--- config.mk ---
export PLATFORM = sky130hd
export DESIGN_NAME = video_timing_gen
export DESIGN_NICKNAME = d
export VERILOG_FILES = /design/src/rtl/video_pkg.sv /design/src/rtl/raster_counter.sv /design/src/rtl/video_timing_gen.sv
export SDC_FILE = /design/constraint.sdc
export NUM_CORES = 1
export LEC_CHECK = 0
export ABC_AREA = 1
export BUFFER_PORTS_ARGS = -buffer_cell sky130_fd_sc_hd__buf_4
export CORE_MARGIN = 5
export CORE_UTILIZATION = 52
export CTS_CLUSTER_DIAMETER = 80
export DETAILED_ROUTE_END_ITERATION = 12
export PLACE_DENSITY = 0.76
export SETUP_SLACK_MARGIN = 0.2
export SYNTH_ARGS = -nofsm -noshare
export SYNTH_HDL_FRONTEND = slang
export SYNTH_SLANG_ARGS = --single-unit
--- constraint.sdc ---
create_clock -name clk_i -period 3.8 [get_ports clk_i]
set_input_delay 0.76 -clock clk_i [delete_from_list [all_inputs] [get_ports clk_i]]
set_output_delay 0.76 -clock clk_i [all_outputs]
set_load 0.02 [all_outputs]
--- src/rtl/video_pkg.sv ---
// Shared constants for the raster timing / test-pattern generator:
// BT.709 75 % bar table, blanking and TRS words, fvht bit positions.
package video_pkg;

  typedef struct packed {
    logic [9:0] y;
    logic [9:0] cb;
    logic [9:0] cr;
  } ycbcr_t;

  // White, yellow, cyan, green, magenta, red, blue, black.
  localparam ycbcr_t BAR_TABLE [8] = '{
    '{y: 10'd721, cb: 10'd512, cr: 10'd512},
    '{y: 10'd674, cb: 10'd176, cr: 10'd543},
    '{y: 10'd581, cb: 10'd589, cr: 10'd176},
    '{y: 10'd534, cb: 10'd253, cr: 10'd207},
    '{y: 10'd251, cb: 10'd771, cr: 10'd817},
    '{y: 10'd204, cb: 10'd435, cr: 10'd848},
    '{y: 10'd111, cb: 10'd848, cr: 10'd481},
    '{y: 10'd64,  cb: 10'd512, cr: 10'd512}
  };

  localparam logic [9:0] BLANK_Y   = 10'd64;
  localparam logic [9:0] BLANK_C   = 10'd512;
  localparam logic [9:0] TRS_ONES  = 10'h3FF;
  localparam logic [9:0] TRS_ZEROS = 10'h000;

  localparam int FVHT_F = 3;
  localparam int FVHT_V = 2;
  localparam int FVHT_H = 1;
  localparam int FVHT_T = 0;

  function automatic logic [9:0] trs_xyz(input logic f, input logic v, input logic h);
    return {1'b1, f, v, h, v ^ h, f ^ h, f ^ v, f ^ v ^ h, 2'b00};
  endfunction

endpackage

--- src/rtl/raster_counter.sv ---
// Horizontal/vertical raster counters and fvht flag decode. Starts at EAV of
// the last line so the first frame begins cleanly after reset.
module raster_counter
  import video_pkg::*;
#(
  parameter int H_TOTAL  = 2200,
  parameter int H_ACTIVE = 1920,
  parameter int V_TOTAL  = 1125,
  parameter int V_BLANK  = 45
) (
  input  logic                       clk_i,
  input  logic                       rst_i,
  input  logic                       cen_i,
  output logic [$clog2(H_TOTAL)-1:0] h_cnt_o,
  output logic [3:0]                 fvht_o,
  output logic                       eav_o,
  output logic [1:0]                 trs_idx_o,
  output logic                       line_end_o,
  output logic                       frame_latch_o
);

  localparam int HW = $clog2(H_TOTAL);
  localparam int VW = $clog2(V_TOTAL);

  localparam logic [HW-1:0] H_LAST    = HW'(H_TOTAL - 1);
  localparam logic [HW-1:0] H_EAV     = HW'(H_ACTIVE);
  localparam logic [HW-1:0] H_EAV_END = HW'(H_ACTIVE + 4);
  localparam logic [HW-1:0] H_SAV     = HW'(H_TOTAL - 4);
  localparam logic [VW-1:0] V_LAST    = VW'(V_TOTAL - 1);
  localparam logic [VW-1:0] V_BLK     = VW'(V_BLANK);

  logic [HW-1:0] h_cnt_q, h_cnt_d;
  logic [VW-1:0] v_cnt_q, v_cnt_d;
  logic          v_flag_q, v_flag_d;
  logic          h_wrap, in_eav, in_sav;

  // NOTE: every signal driven here gets a default first, so no latch is inferred.
  always_comb begin
    h_wrap  = (h_cnt_q == H_LAST);
    h_cnt_d = h_wrap ? '0 : h_cnt_q + HW'(1);
    v_cnt_d = v_cnt_q;
    if (h_wrap) begin
      v_cnt_d = (v_cnt_q == V_LAST) ? '0 : v_cnt_q + VW'(1);
    end
    // v is only re-evaluated at EAV so its rise always coincides with an h rise.
    v_flag_d = (h_cnt_q == H_EAV) ? (v_cnt_q < V_BLK) : v_flag_q;
    in_eav   = (h_cnt_q >= H_EAV) && (h_cnt_q < H_EAV_END);
    in_sav   = (h_cnt_q >= H_SAV);

    fvht_o         = '0;
    fvht_o[FVHT_F] = 1'b0;
    fvht_o[FVHT_V] = v_flag_d;
    fvht_o[FVHT_H] = (h_cnt_q >= H_EAV);
    fvht_o[FVHT_T] = in_eav || in_sav;

    eav_o         = in_eav;
    trs_idx_o     = in_sav ? 2'(h_cnt_q - H_SAV) : 2'(h_cnt_q - H_EAV);
    line_end_o    = h_wrap;
    frame_latch_o = (h_cnt_q == H_EAV) && (v_cnt_q == V_LAST);
  end

  // NOTE: sequential state uses non-blocking assignments so every register
  // samples pre-edge values regardless of block ordering.
  always_ff @(posedge clk_i or posedge rst_i) begin
    if (rst_i) begin
      h_cnt_q  <= H_EAV;
      v_cnt_q  <= V_LAST;
      v_flag_q <= 1'b0;
    end else if (cen_i) begin
      h_cnt_q  <= h_cnt_d;
      v_cnt_q  <= v_cnt_d;
      v_flag_q <= v_flag_d;
    end
  end

  assign h_cnt_o = h_cnt_q;

endmodule

--- src/rtl/video_timing_gen.sv ---
// 1080p-style raster source: fvht timing plus colour-bar/ramp and flat-colour
// 4:2:2 10-bit multiplexed streams, all registered and advancing on cen_i.
module video_timing_gen
  import video_pkg::*;
#(
  parameter int H_TOTAL  = 2200,
  parameter int H_ACTIVE = 1920,
  parameter int V_TOTAL  = 1125,
  parameter int V_BLANK  = 45
) (
  input  logic        clk_i,
  input  logic        rst_i,
  input  logic        cen_i,
  input  logic        pattern_sel_i,
  input  logic [29:0] colour_i,
  output logic [3:0]  fvht_o,
  output logic [19:0] vdat_bars_o,
  output logic [19:0] vdat_colour_o
);

  localparam int HW    = $clog2(H_TOTAL);
  localparam int BAR_W = H_ACTIVE / 8;
  localparam int BW    = (BAR_W > 1) ? $clog2(BAR_W) : 1;
  localparam logic [BW-1:0] BAR_LAST = BW'(BAR_W - 1);

  logic [HW-1:0] h_cnt;
  logic [3:0]    fvht;
  logic          eav, line_end, frame_latch;
  logic [1:0]    trs_idx;

  raster_counter #(
    .H_TOTAL (H_TOTAL),
    .H_ACTIVE(H_ACTIVE),
    .V_TOTAL (V_TOTAL),
    .V_BLANK (V_BLANK)
  ) u_raster (
    .clk_i        (clk_i),
    .rst_i        (rst_i),
    .cen_i        (cen_i),
    .h_cnt_o      (h_cnt),
    .fvht_o       (fvht),
    .eav_o        (eav),
    .trs_idx_o    (trs_idx),
    .line_end_o   (line_end),
    .frame_latch_o(frame_latch)
  );

  logic [BW-1:0] bar_cnt_q, bar_cnt_d;
  logic [2:0]    bar_idx_q, bar_idx_d;
  logic          sel_q, sel_d;
  ycbcr_t        col_q, col_d;
  logic [3:0]    fvht_q;
  logic [19:0]   bars_q, bars_d;
  logic [19:0]   colour_q, colour_d;

  logic [9:0]    trs_word;
  ycbcr_t        bar;
  logic          odd;

  // Bar position tracked by a width down-counter and an index, avoiding a divider.
  always_comb begin
    bar_cnt_d = bar_cnt_q;
    bar_idx_d = bar_idx_q;
    if (line_end) begin
      bar_cnt_d = BAR_LAST;
      bar_idx_d = '0;
    end else if (!fvht[FVHT_H]) begin
      if (bar_cnt_q == '0) begin
        bar_cnt_d = BAR_LAST;
        bar_idx_d = bar_idx_q + 3'd1;
      end else begin
        bar_cnt_d = bar_cnt_q - BW'(1);
      end
    end

    sel_d = frame_latch ? pattern_sel_i : sel_q;
    col_d = frame_latch ? ycbcr_t'(colour_i) : col_q;
  end

  always_comb begin
    case (trs_idx)
      2'd0:    trs_word = TRS_ONES;
      2'd1,
      2'd2:    trs_word = TRS_ZEROS;
      default: trs_word = trs_xyz(fvht[FVHT_F], fvht[FVHT_V], eav);
    endcase

    bar      = BAR_TABLE[bar_idx_q];
    odd      = h_cnt[0];
    bars_d   = {BLANK_Y, BLANK_C};
    colour_d = {BLANK_Y, BLANK_C};

    if (fvht[FVHT_T]) begin
      bars_d   = {trs_word, trs_word};
      colour_d = {trs_word, trs_word};
    end else if (!fvht[FVHT_H] && !fvht[FVHT_V]) begin
      if (sel_q) begin
        bars_d = {BLANK_Y + 10'(9'(h_cnt >> 2)), BLANK_C};
      end else begin
        bars_d = {bar.y, odd ? bar.cr : bar.cb};
      end
      colour_d = {col_q.y, odd ? col_q.cr : col_q.cb};
    end
  end

  always_ff @(posedge clk_i or posedge rst_i) begin
    if (rst_i) begin
      bar_cnt_q <= BAR_LAST;
      bar_idx_q <= '0;
      sel_q     <= 1'b0;
      col_q     <= '{y: BLANK_Y, cb: BLANK_C, cr: BLANK_C};
      fvht_q    <= '0;
      bars_q    <= '0;
      colour_q  <= '0;
    end else if (cen_i) begin
      bar_cnt_q <= bar_cnt_d;
      bar_idx_q <= bar_idx_d;
      sel_q     <= sel_d;
      col_q     <= col_d;
      fvht_q    <= fvht;
      bars_q    <= bars_d;
      colour_q  <= colour_d;
    end
  end

  assign fvht_o        = fvht_q;
  assign vdat_bars_o   = bars_q;
  assign vdat_colour_o = colour_q;

endmodule

After elaboration in Yosys (flattened, before gate mapping)
Memories as Yosys holds them, arrays and structs flattened. Index checks and enable logic that the tools add are counted.

Add/sub/neg operators: 7. Multiplexer cells: 20. Bitwise operators: 2. $lt $le $gt $ge: 5. Reduce and logical (&&, ||, !) cells: 14. Equal/unequal tests: 6.

Operators with widths (count): $mux W20 (5); $mux W30 (2); $mux W8 (3); $mux W10 (2); $pmux W10 S2 (1); $add A12 B1 Y12 const B (1); $eq A12 B11 Y1 const B (1); $eq A12 B12 Y1 const B (1); $ge A12 B11 Y1 const B (1); $ge A12 B12 Y1 const B (1); $lt A12 B11 Y1 const B (1); $mux W12 (1); $add A11 B1 Y11 const B (1); $eq A11 B11 Y1 const B (1); $lt A11 B6 Y1 const B (1); $mux W11 (1); $add A7 B9 Y10 const A (1); $mux W3 (3); $logic_not A8 Y1 (1); $sub A8 B1 Y8 const B (1); $reduce_and A2 Y1 (3); $ge A4 B4 Y1 const B (1); $not A3 Y4 (1); $sub A2 B1 Y2 const B (2); other kinds (14) (17).

Bits in read-only memories: 240. Register bits: 109. Logic and storage cells: 67. Input bits: 34. Memories: 1. Output and inout bits: 44.

Memory list: (name not given) (words 8, width 30, read ports 1, clocked after Yosys merged registers in 0, write ports 0, line video_timing_gen.sv:88) `bar = BAR_TABLE[bar_idx_q];`.

Longest topological paths before layout
Gate-level depths: netlist (run 1).

Word-level depth: 8. Mapped depth: 15. Gate-level depth less buffers: 13.

By module
From an unflattened synthesis (run 1), not the netlist that was laid out.

Cell total of the unflattened synthesis: 730. Area total of the unflattened synthesis: 5948.2 µm².

By module, submodules not included: video_timing_gen (area an instance 4284.1 µm², sequential area each 2164.6 µm², times used 1, cells each 493); raster_counter (area an instance 1664.1 µm², sequential area each 610.6 µm², times used 1, cells each 237).

Worst setup path after synthesis (run 1)
OpenSTA, ideal clock, no wires.

Path kind: register to register. Start: register u_raster.h_cnt_q[0] (netlist: u_raster.h_cnt_o[0]). End: register col_q[0] (netlist name). Arrival: 2.061 ns. Required time: 3.683 ns. Setup time: 0.117 ns. Period minus slack after synthesis: 2.178 ns. Cell stages (with the launch flop): 13. Setup slack: 1.622 ns. Path buffers: 4. Cells stage by stage: dfrtp_1 buf_2 inv_1 clkbuf_1 ha_1 nand2_1 nor2_1 nand2_1 or3_1 buf_6 buf_6 nand2_1 o21ai_2.

Word-level cells in the longest chain between the ends: 3.

RTL lines: from (decl) (line raster_counter.sv:32) `logic [HW-1:0] h_cnt_q, h_cnt_d;`; from (signal assigned) (line raster_counter.sv:70) `h_cnt_q <= h_cnt_d;`; $eq A12 B11 Y1 (line raster_counter.sv:59) `frame_latch_o = (h_cnt_q == H_EAV) && (v_cnt_q == V_LAST);`; $logic_and A1 B1 Y1 (line raster_counter.sv:59); $reduce_and A2 Y1 (no source line); to (signal assigned) (line video_timing_gen.sv:111) `col_q <= '{y: BLANK_Y, cb: BLANK_C, cr: BLANK_C};`; to (signal assigned) (line video_timing_gen.sv:119) `col_q <= col_d;`; to (decl) (line video_timing_gen.sv:51) `ycbcr_t col_q, col_d;`.

Every way passes these cells. A chain may end at the register's enable or synchronous reset.

Final worst setup path (run 1)
Start: register u_raster.h_cnt_q[0] (netlist: u_raster.h_cnt_o[0]). End: register bars_q[7] (netlist: vdat_bars_o[7]).

Word-level cells in the longest chain between the ends: 6. Elaborated cells between the ends (all ways): 22. Those cells by class: add/sub: 2; order compare: 3; eq/ne: 3; mux: 7; reduce/logical: 7.

RTL lines: $ge A12 B12 Y1 (tied with other cells) (line raster_counter.sv:48) `in_sav = (h_cnt_q >= H_SAV);`; $mux W2 / $mux W1 (equally long branches) (line raster_counter.sv:57, raster_counter.sv:46); $eq A2 B1 Y1 (tied with other cells) (line video_timing_gen.sv:81) `case (trs_idx)`; $reduce_or A2 Y1 / $logic_and A1 B1 Y1 (equally long branches) (line video_timing_gen.sv:81, video_timing_gen.sv:96); $pmux W10 S2 / $mux W20 (equally long branches) (line video_timing_gen.sv:81, video_timing_gen.sv:96); $mux W20 * (line video_timing_gen.sv:93) `if (fvht[FVHT_T]) begin`; to (signal assigned) (line video_timing_gen.sv:121) `bars_q <= bars_d;`; to (decl) (line video_timing_gen.sv:53) `logic [19:0] bars_q, bars_d;`.

Mark *: on every way between the ends. The rest lies on a longest branch, timed or not.

==> results of run 1 <==
[cell usage after synthesis, drive strengths merged (6+ instances only)]
library cell	n
nand2	137
dfrtp	90
nor2	89
inv	85
o21ai	69
nand3	41
a21oi	30
buf	20
ha	19
dfstp	18
o211ai	17
nor3	13
nand4	11
clkbuf	10
xor2	10
or2	6
[how the worst min path moves through the flow]
stage / start / to / slack [ps] / cells after the start
after CTS: col_q[19] / col_q[19] / 490 / 2
final: col_q[2] / col_q[2] / 480 / 2
after floorplan: col_q[2] / col_q[2] / 450 / 2
after global routing: col_q[9] / col_q[9] / 500 / 2
after global placement: col_q[16] / col_q[16] / 470 / 2
after detailed placement: col_q[19] / col_q[19] / 470 / 2
[metal layers]
| layer | up-vias | GRT usage [%] | wire, um |
|---|---|---|---|
| met1 | 2335 | 29.2 | 6150 |
| met4 | 0 | 7.28 | 286 |
| met3 | 25 | 5.64 | 781 |
| met2 | 134 | 36.0 | 6800 |
| met5 | - | 0 | 0 |
| li1 | 2330 | - | - |
[power groups by stage]
stage | Clock, W | Combinational, W | Sequential, W
finish | 0.000688 | 0.00108 | 0.00160
global route | 0.000759 | 0.00121 | 0.00163
CTS | 0.000713 | 0.00109 | 0.00160
detailed placement | 0 | 0.00108 | 0.00161
global placement | 0 | 0.00106 | 0.00161
floorplan | 0 | 0.000654 | 0.00164
[cell type report]
cell class	instances	share of cell area (%)
clock inverters	5	0.647
well taps	140	2.67
multi-input cells	461	38.7
flip-flops and latches	108	41.5
inverters	87	5.03
clock buffers	11	2.15
repair buffers	82	9.37
[per-stage QoR]
step	std cells	cell area, sq um	worst slack (ps)
after detailed placement	878	6390	1220
after CTS	894	6570	1210
after floorplan	686	5780	224
after global placement	878	6390	1330
after global routing	894	6570	913
final	894	6570	1200
[worst max-delay path: stages (launching register included)]
cell     delay (ps)
dfrtp_1         390
inv_1           380
ha_1            290
nand2_1          90
nor2_1           80
nand2_1          70
nand2_1          80
nand2_1         120
nor2_4          520
inv_2           120
nor2_1          140
nand2_1          90
a21oi_1         150
[cell families after synthesis]
group | after synthesis | share of synthesized area, %
AND/OR/NAND/NOR | 304 | 24.1
buffers and inverters | 117 | 8.98
flip-flops | 108 | 47.1
adder cells (fa/ha/maj) | 19 | 4.11
XOR/XNOR | 11 | 1.67
AO/OA/AOI/OAI | 125 | 13.8
multiplexers | 1 | 0.173
other | 1 | 0.0648
[sequential cells by signal, indices dropped and copies added (netlist names)]
name and flops:
bar_cnt_q 8, bar_idx_q 3, col_q 30, fvht_o 2, sel_q 1, u_raster.h_cnt_o 12, u_raster.v_cnt_q 11, u_raster.v_flag_q 1
vdat_bars_o 20, vdat_colour_o 20
==> out/metrics.yaml, run 1 <==
floorplan:
  row_count: 38
  floorplan.die.width_um: 115
  die_h_um: 115
  ios: 78
  initial_core_util_pct: 53.1
  core_sq_um: 10900
  die-area_sq_um: 13300
sta:
  fin_worst_skew_ps: 13.7
  tns_ps: 0
  setup-violations-final: 0
  hold_viol_final: 0
  rsz0062_at_grt: "false"
  fmax_ghz: 0.385
  relSlewSlack_pct: 45.0
  holdWs_ps: 483
  tightestPinTransition_ps: 825
  slew_viol_final: 0
  period_needed_ps: 2600
  min_period_over_period_pct: 68.4
global_route:
  grt_pass1_wl_mm: 23.2
  grt_use_total_pct: 22.1
  antenna_found_initial: 0
  gr-total-overflow: 0
  grt_pass1_vias: 4697
  grt_max_degree: 69
synth:
  synth_top_flop_cell: "dfrtp_1"
  ys_async_sr_fraction_pct: 100
  ys_ff_latch: 108
  syn_area_sq_um: 5780
  synth_area_leaders: "dfrtp_1 39%, nand2_1 8.4%, dfstp_2 8.2%"
  synth.distinct_cells: 46
  syn_nets: 739
  synth_edf_count: 0
  synth_top_cell_by_area: "dfrtp_1"
  synthCells: 686
  syn_area_per_cell_sq_um: 8.43
  synth_top_area_share_pct: 38.9
  ys.warnings.count: 0
  seq_area_frac_synth_pct: 47.1
route:
  viasPerCell: 5.40
  wirelength_mm: 14.0
  vias: 4824
  first_iter_violations: 368
  wl_per_cell_um: 15.7
  drt-pass1-iter-count: 5
  antenna_left: 0
  drcViolationCount: 0
setup_path:
  critPathMaxFanout: 26
  reg2reg_to: "vdat_bars_o[7]"
  rr_worst_depth: 12
  rrSetupSlack_ps: 1200
  startpoint: "u_raster.h_cnt_o[0]"
  crit_end: "vdat_bars_o[7]"
  cp_data_required_time_ps: 4120
  worstPathArrival_ps: 2920
  worstSetupPathType: "register to register"
  r2r_start: "u_raster.h_cnt_o[0]"
  endpoint_kind: "register"
  start_kind: "register"
clock_network:
  cts.reportedPaths.clkPinSlew_ps: 110
  cts_resized: 0
  ctsLongestPathBuffers: 2
  numCtsBuffers: 9
  postCtsHoldBufs: 0
  root_buffer: "clkbuf_8"
  cts_setup_buffers: 0
  cts.sinks: 108
  insertion_delay_ps: 400
  cts_tree: "yes"
  cts_max_level: 3
cells_and_area:
  layout.cells.most_common: "nand2_1"
  regArea_sq_um: 2730
  final_cell_mix: "130 x nand2_1, 90 x dfrtp_1, 83 x nor2_1"
  n_fill_cell: 988
  nNetsFinal: 802
  drive_above_1_share_pct: 23.9
  areaGrowthSynthToFinish_pct: 13.6
  n_antenna_cell: 0
  multiInputGateArea_sq_um: 2540
  post-route-util_pct: 60.4
power:
  intPower_w: 0.00205
  vdd_drop_max_v: 0.000414
  powerDensity_nw_per_um2: 513
  p_total_w: 0.00337
  leakage_nw: 3.27
  p_sw_w: 0.00132
  clkPwrFrac_pct: 20.4
  p_seq_share_pct: 47.4
  p_sw_share_pct: 39.3
  p_comb_share_pct: 32.2
place:
  place_congestion: 0.857
  hpwl_mm: 9.93
  numPortBuffers: 76
run_status:
  status: "finished clean"
min_path:
  hold_class: "register to register"
run:
  cap_viol_max_count: 0
Note: power is estimated with default switching activity, not from simulation.
==> run 2: changes to the inputs <==
--- a/config.mk
+++ b/config.mk
@@ -5,7 +5,7 @@
 export SDC_FILE = /design/constraint.sdc
 export NUM_CORES = 1
 export LEC_CHECK = 0
-export ABC_AREA = 1
+export ABC_AREA = 0
 export BUFFER_PORTS_ARGS = -buffer_cell sky130_fd_sc_hd__buf_4
 export CORE_MARGIN = 5
 export CORE_UTILIZATION = 52
==> constraint.sdc (replaced) <==
create_clock -name clk_i -period 2.1 [get_ports clk_i]
set_input_delay 0.42 -clock clk_i [delete_from_list [all_inputs] [get_ports clk_i]]
set_output_delay 0.42 -clock clk_i [all_outputs]
set_load 0.02 [all_outputs]
==> run 2 against run 1 <==
  * The run now ends with setup timing left
  * Power rose by 88%
  * Clock skew fell by 1.1 ps
  * Critical endpoint is now bar_idx_q[0]
  * Hold slack got worse by 360 ps
  * Largest power group unchanged
  * Worst setup slack got worse by 1300 ps
==> out/metrics.yaml, run 2 <==
run_status:
  status: "finished with violations"
  violations: "setup timing"
cells_and_area:
  areaGrowthSynthToFinish_pct: 40.5
  regMostFlops: "col_q"
  layout.cells.most_common: "buf_4"
  post-route-util_pct: 75.2  # +15 points
  final_cell_mix: "138 x buf_4, 90 x dfrtp_1, 39 x nor2_1"
  n_antenna_cell: 0  # unchanged
  largest_reg_flops: 30  # unchanged
  fin_cells: 807  # -9.7%
  drive_above_1_share_pct: 44.9  # +21 points
  nNetsFinal: 719  # -10%
synth:
  syn_area_sq_um: 5550  # -4.1%
  yosys-top-cells-count: "90 x dfrtp_1, 42 x nor2_1, 40 x nand2_1"
  synth_edf_count: 0  # unchanged
  synthCells: 529  # -23%
  synth_area_leaders: "dfrtp_1 41%, dfstp_2 8.5%, mux2_2 6.3%"
  yosysMostFrequentCell: "dfrtp_1"
  ys.warnings.count: 0  # unchanged
  synth_top_area_share_pct: 40.6  # +1.7 points
  synth_top_flop_cell: "dfrtp_1"
  seq_area_frac_synth_pct: 49.1  # +2.0 points
  synth.distinct_cells: 69  # +50%
  ys_async_sr_fraction_pct: 100  # unchanged
  syn_area_per_cell_sq_um: 10.5  # +24%
  synth_top_cell_by_area: "dfrtp_1"
  syn_nets: 582  # -21%
  ys_ff_latch: 108  # unchanged
setup_path:
  worstSetupPathType: "register to register"
  worstPathArrival_ps: 2470  # -450 ps
  reg2reg_to: "bar_idx_q[0]"
  cp_data_required_time_ps: 2350  # -1770 ps
  crit_end: "bar_idx_q[0]"
  r2r_start: "u_raster.h_cnt_o[8]"
  start_kind: "register"
  endpoint_kind: "register"
  critPathMaxFanout: 5  # -81%
  rrSetupSlack_ps: -110  # -1310 ps
  rr_worst_depth: 7  # -5
  startpoint: "u_raster.h_cnt_o[8]"
sta:
  hold_viol_final: 0  # unchanged
  fin_ws_ps: -113  # -1310 ps
  setup-violations-final: 52  # +52
  fin_worst_skew_ps: 12.5  # -1.14 ps
  tns_ps: -2540  # -2540 ps
  slew_viol_final: 0  # unchanged
  min_period_over_period_pct: 105  # +37 points
  period_needed_ps: 2210  # -385 ps
  fmax_ghz: 0.452  # +17%
  rsz0062_at_grt: "true"
  tightestPinTransition_ps: 571  # -255 ps
  relSlewSlack_pct: 62.0  # +17 points
power:
  p_sw_share_pct: 35.7  # -3.6 points
  p_sw_w: 0.00226  # +71%
  p_seq_share_pct: 40.9  # -6.5 points
  p_comb_share_pct: 34.4  # +2.2 points
  clkPwrFrac_pct: 24.7  # +4.3 points
  vdd_drop_max_v: 0.000497  # +20%
  intPower_w: 0.00407  # +99%
  powerDensity_nw_per_um2: 813  # +58%
  leakage_nw: 3.68  # +13%
  p_total_w: 0.00633  # +88%
route:
  wl_per_cell_um: 19.5  # +24%
  drt-pass1-iter-count: 5  # unchanged
  drcViolationCount: 0  # unchanged
  first_iter_violations: 364  # -1.1%
  antenna_left: 0  # unchanged
  vias: 4904  # +1.7%
  wirelength_mm: 15.7  # +12%
  viasPerCell: 6.08  # +13%
floorplan:
  initial_core_util_pct: 53.5  # +0.35 points
  floorplan.die.width_um: 113  # -1.9%
  core_sq_um: 10400  # -4.8%
  die-area_sq_um: 12800  # -3.8%
  ios: 78  # unchanged
  die_h_um: 113  # -1.9%
  row_count: 37  # -2.6%
global_route:
  antenna_found_initial: 0  # unchanged
  gr-total-overflow: 0  # unchanged
  grt_pass1_vias: 4897  # +4.3%
  grt_pass1_wl_mm: 24.7  # +6.5%
  grt_max_degree: 63  # -8.7%
  grt_use_total_pct: 23.9  # +1.8 points
clock_network:
  cts.reportedPaths.clkPinSlew_ps: 110  # about the same
  root_buffer: "clkbuf_8"
  insertion_delay_ps: 370  # -30 ps
  postCtsHoldBufs: 0  # unchanged
  ctsLongestPathBuffers: 2  # unchanged
  numCtsBuffers: 9  # unchanged
  cts_max_level: 3  # unchanged
  cts.sinks: 108  # unchanged
  cts_tree: "yes"
place:
  numPortBuffers: 76  # unchanged
  dp_cells: 772  # -12%
  dp_slack_ps: -119  # -1340 ps
  hpwl_mm: 10.1  # +2.1%
  place_congestion: 0.947  # +11%
min_path:
  hold_class: "primary input to asynchronous set/reset pin"
run:
  cap_viol_max_count: 0  # unchanged
[run 2: cell types whose count changed after synthesis, sizes merged, moves of 17 or more]
cell and change:
mux2 +32, nand2 -96, nor2 -47, nand3 -22
o21ai -41, mux2i +17, inv -69
[run 2: critical path: stages, from the launching register on]
cell     delay, ps
dfstp_2        390
inv_2           60
ha_4           130
or4b_4         500
or3_4          380
a21oi_4        230
nand2_2         90
mux2_4         310
[run 2: what timing repair did]
action / in CTS / in global routing
gates resized for setup: 62 / 44
setup endpoints to repair: 97 / 104
setup buffers: 8 / 7
pin swaps: 21 / 21
gates cloned: 1 / 3
[run 2: how the worst min path moves through the flow]
| stage | startpoint | to | slack [ps] |
|---|---|---|---|
| 2_1_floorplan | bar_cnt_q[7] | bar_cnt_q[7] | 450 |
| 3_3_place_gp | bar_cnt_q[7] | bar_cnt_q[7] | 480 |
| 3_5_place_dp | bar_cnt_q[7] | bar_cnt_q[7] | 480 |
| 4_1_cts | rst_i | vdat_bars_o[2] | 140 |
| 5_1_grt | rst_i | vdat_bars_o[2] | 160 |
| 6_report | rst_i | vdat_bars_o[2] | 130 |
[run 2: logic make-up after synthesis]
| group | after synthesis | share of synthesized area, % |
|---|---|---|
| compound gates | 127 | 16.0 |
| simple gates | 161 | 14.6 |
| flops | 108 | 49.1 |
| xor+xnor | 13 | 2.05 |
| mux | 50 | 9.81 |
| fa+ha+maj | 19 | 4.29 |
| buf+inv | 50 | 4.02 |
| other cells | 1 | 0.0676 |
[run 2: metrics by stage]
stage               instance area [sq um]  hold WS (ps)
global placement                     6870           475
finish                               7790           128
detailed placement                   6870           482
CTS                                  7490           143
floorplan                            5810           454
global route                         7790           158
[run 2: cell type report]
type / instances / area, sq um
multi-input combinational: 371 / 3210
sequential: 108 / 2730
fill: 661 / 2580
timing repair buffer: 160 / 1370
tap: 136 / 170
clock inverter: 7 / 128
clock buffer: 9 / 124
inverter: 16 / 63.8
[run 2: per-layer routing]
layer  vias up  wire length, um  track usage (%)  part of all wire, %
li1       2195                -                -                    -
met1      2472             6530             31.0                   42
met2       197             7880             39.6                   50
met3        40              842             5.19                  5.3
met4         0              484             8.65                  3.1
met5         -                0                0                    0
[run 2: power groups by stage]
stage / combinational, W / sequential [W] / clock (W)
2_1_floorplan: 0.00113 / 0.00267 / 0
3_3_place_gp: 0.00181 / 0.00260 / 0
3_5_place_dp: 0.00186 / 0.00260 / 0
4_1_cts: 0.00201 / 0.00258 / 0.00157
5_1_grt: 0.00235 / 0.00263 / 0.00166
6_report: 0.00218 / 0.00259 / 0.00156
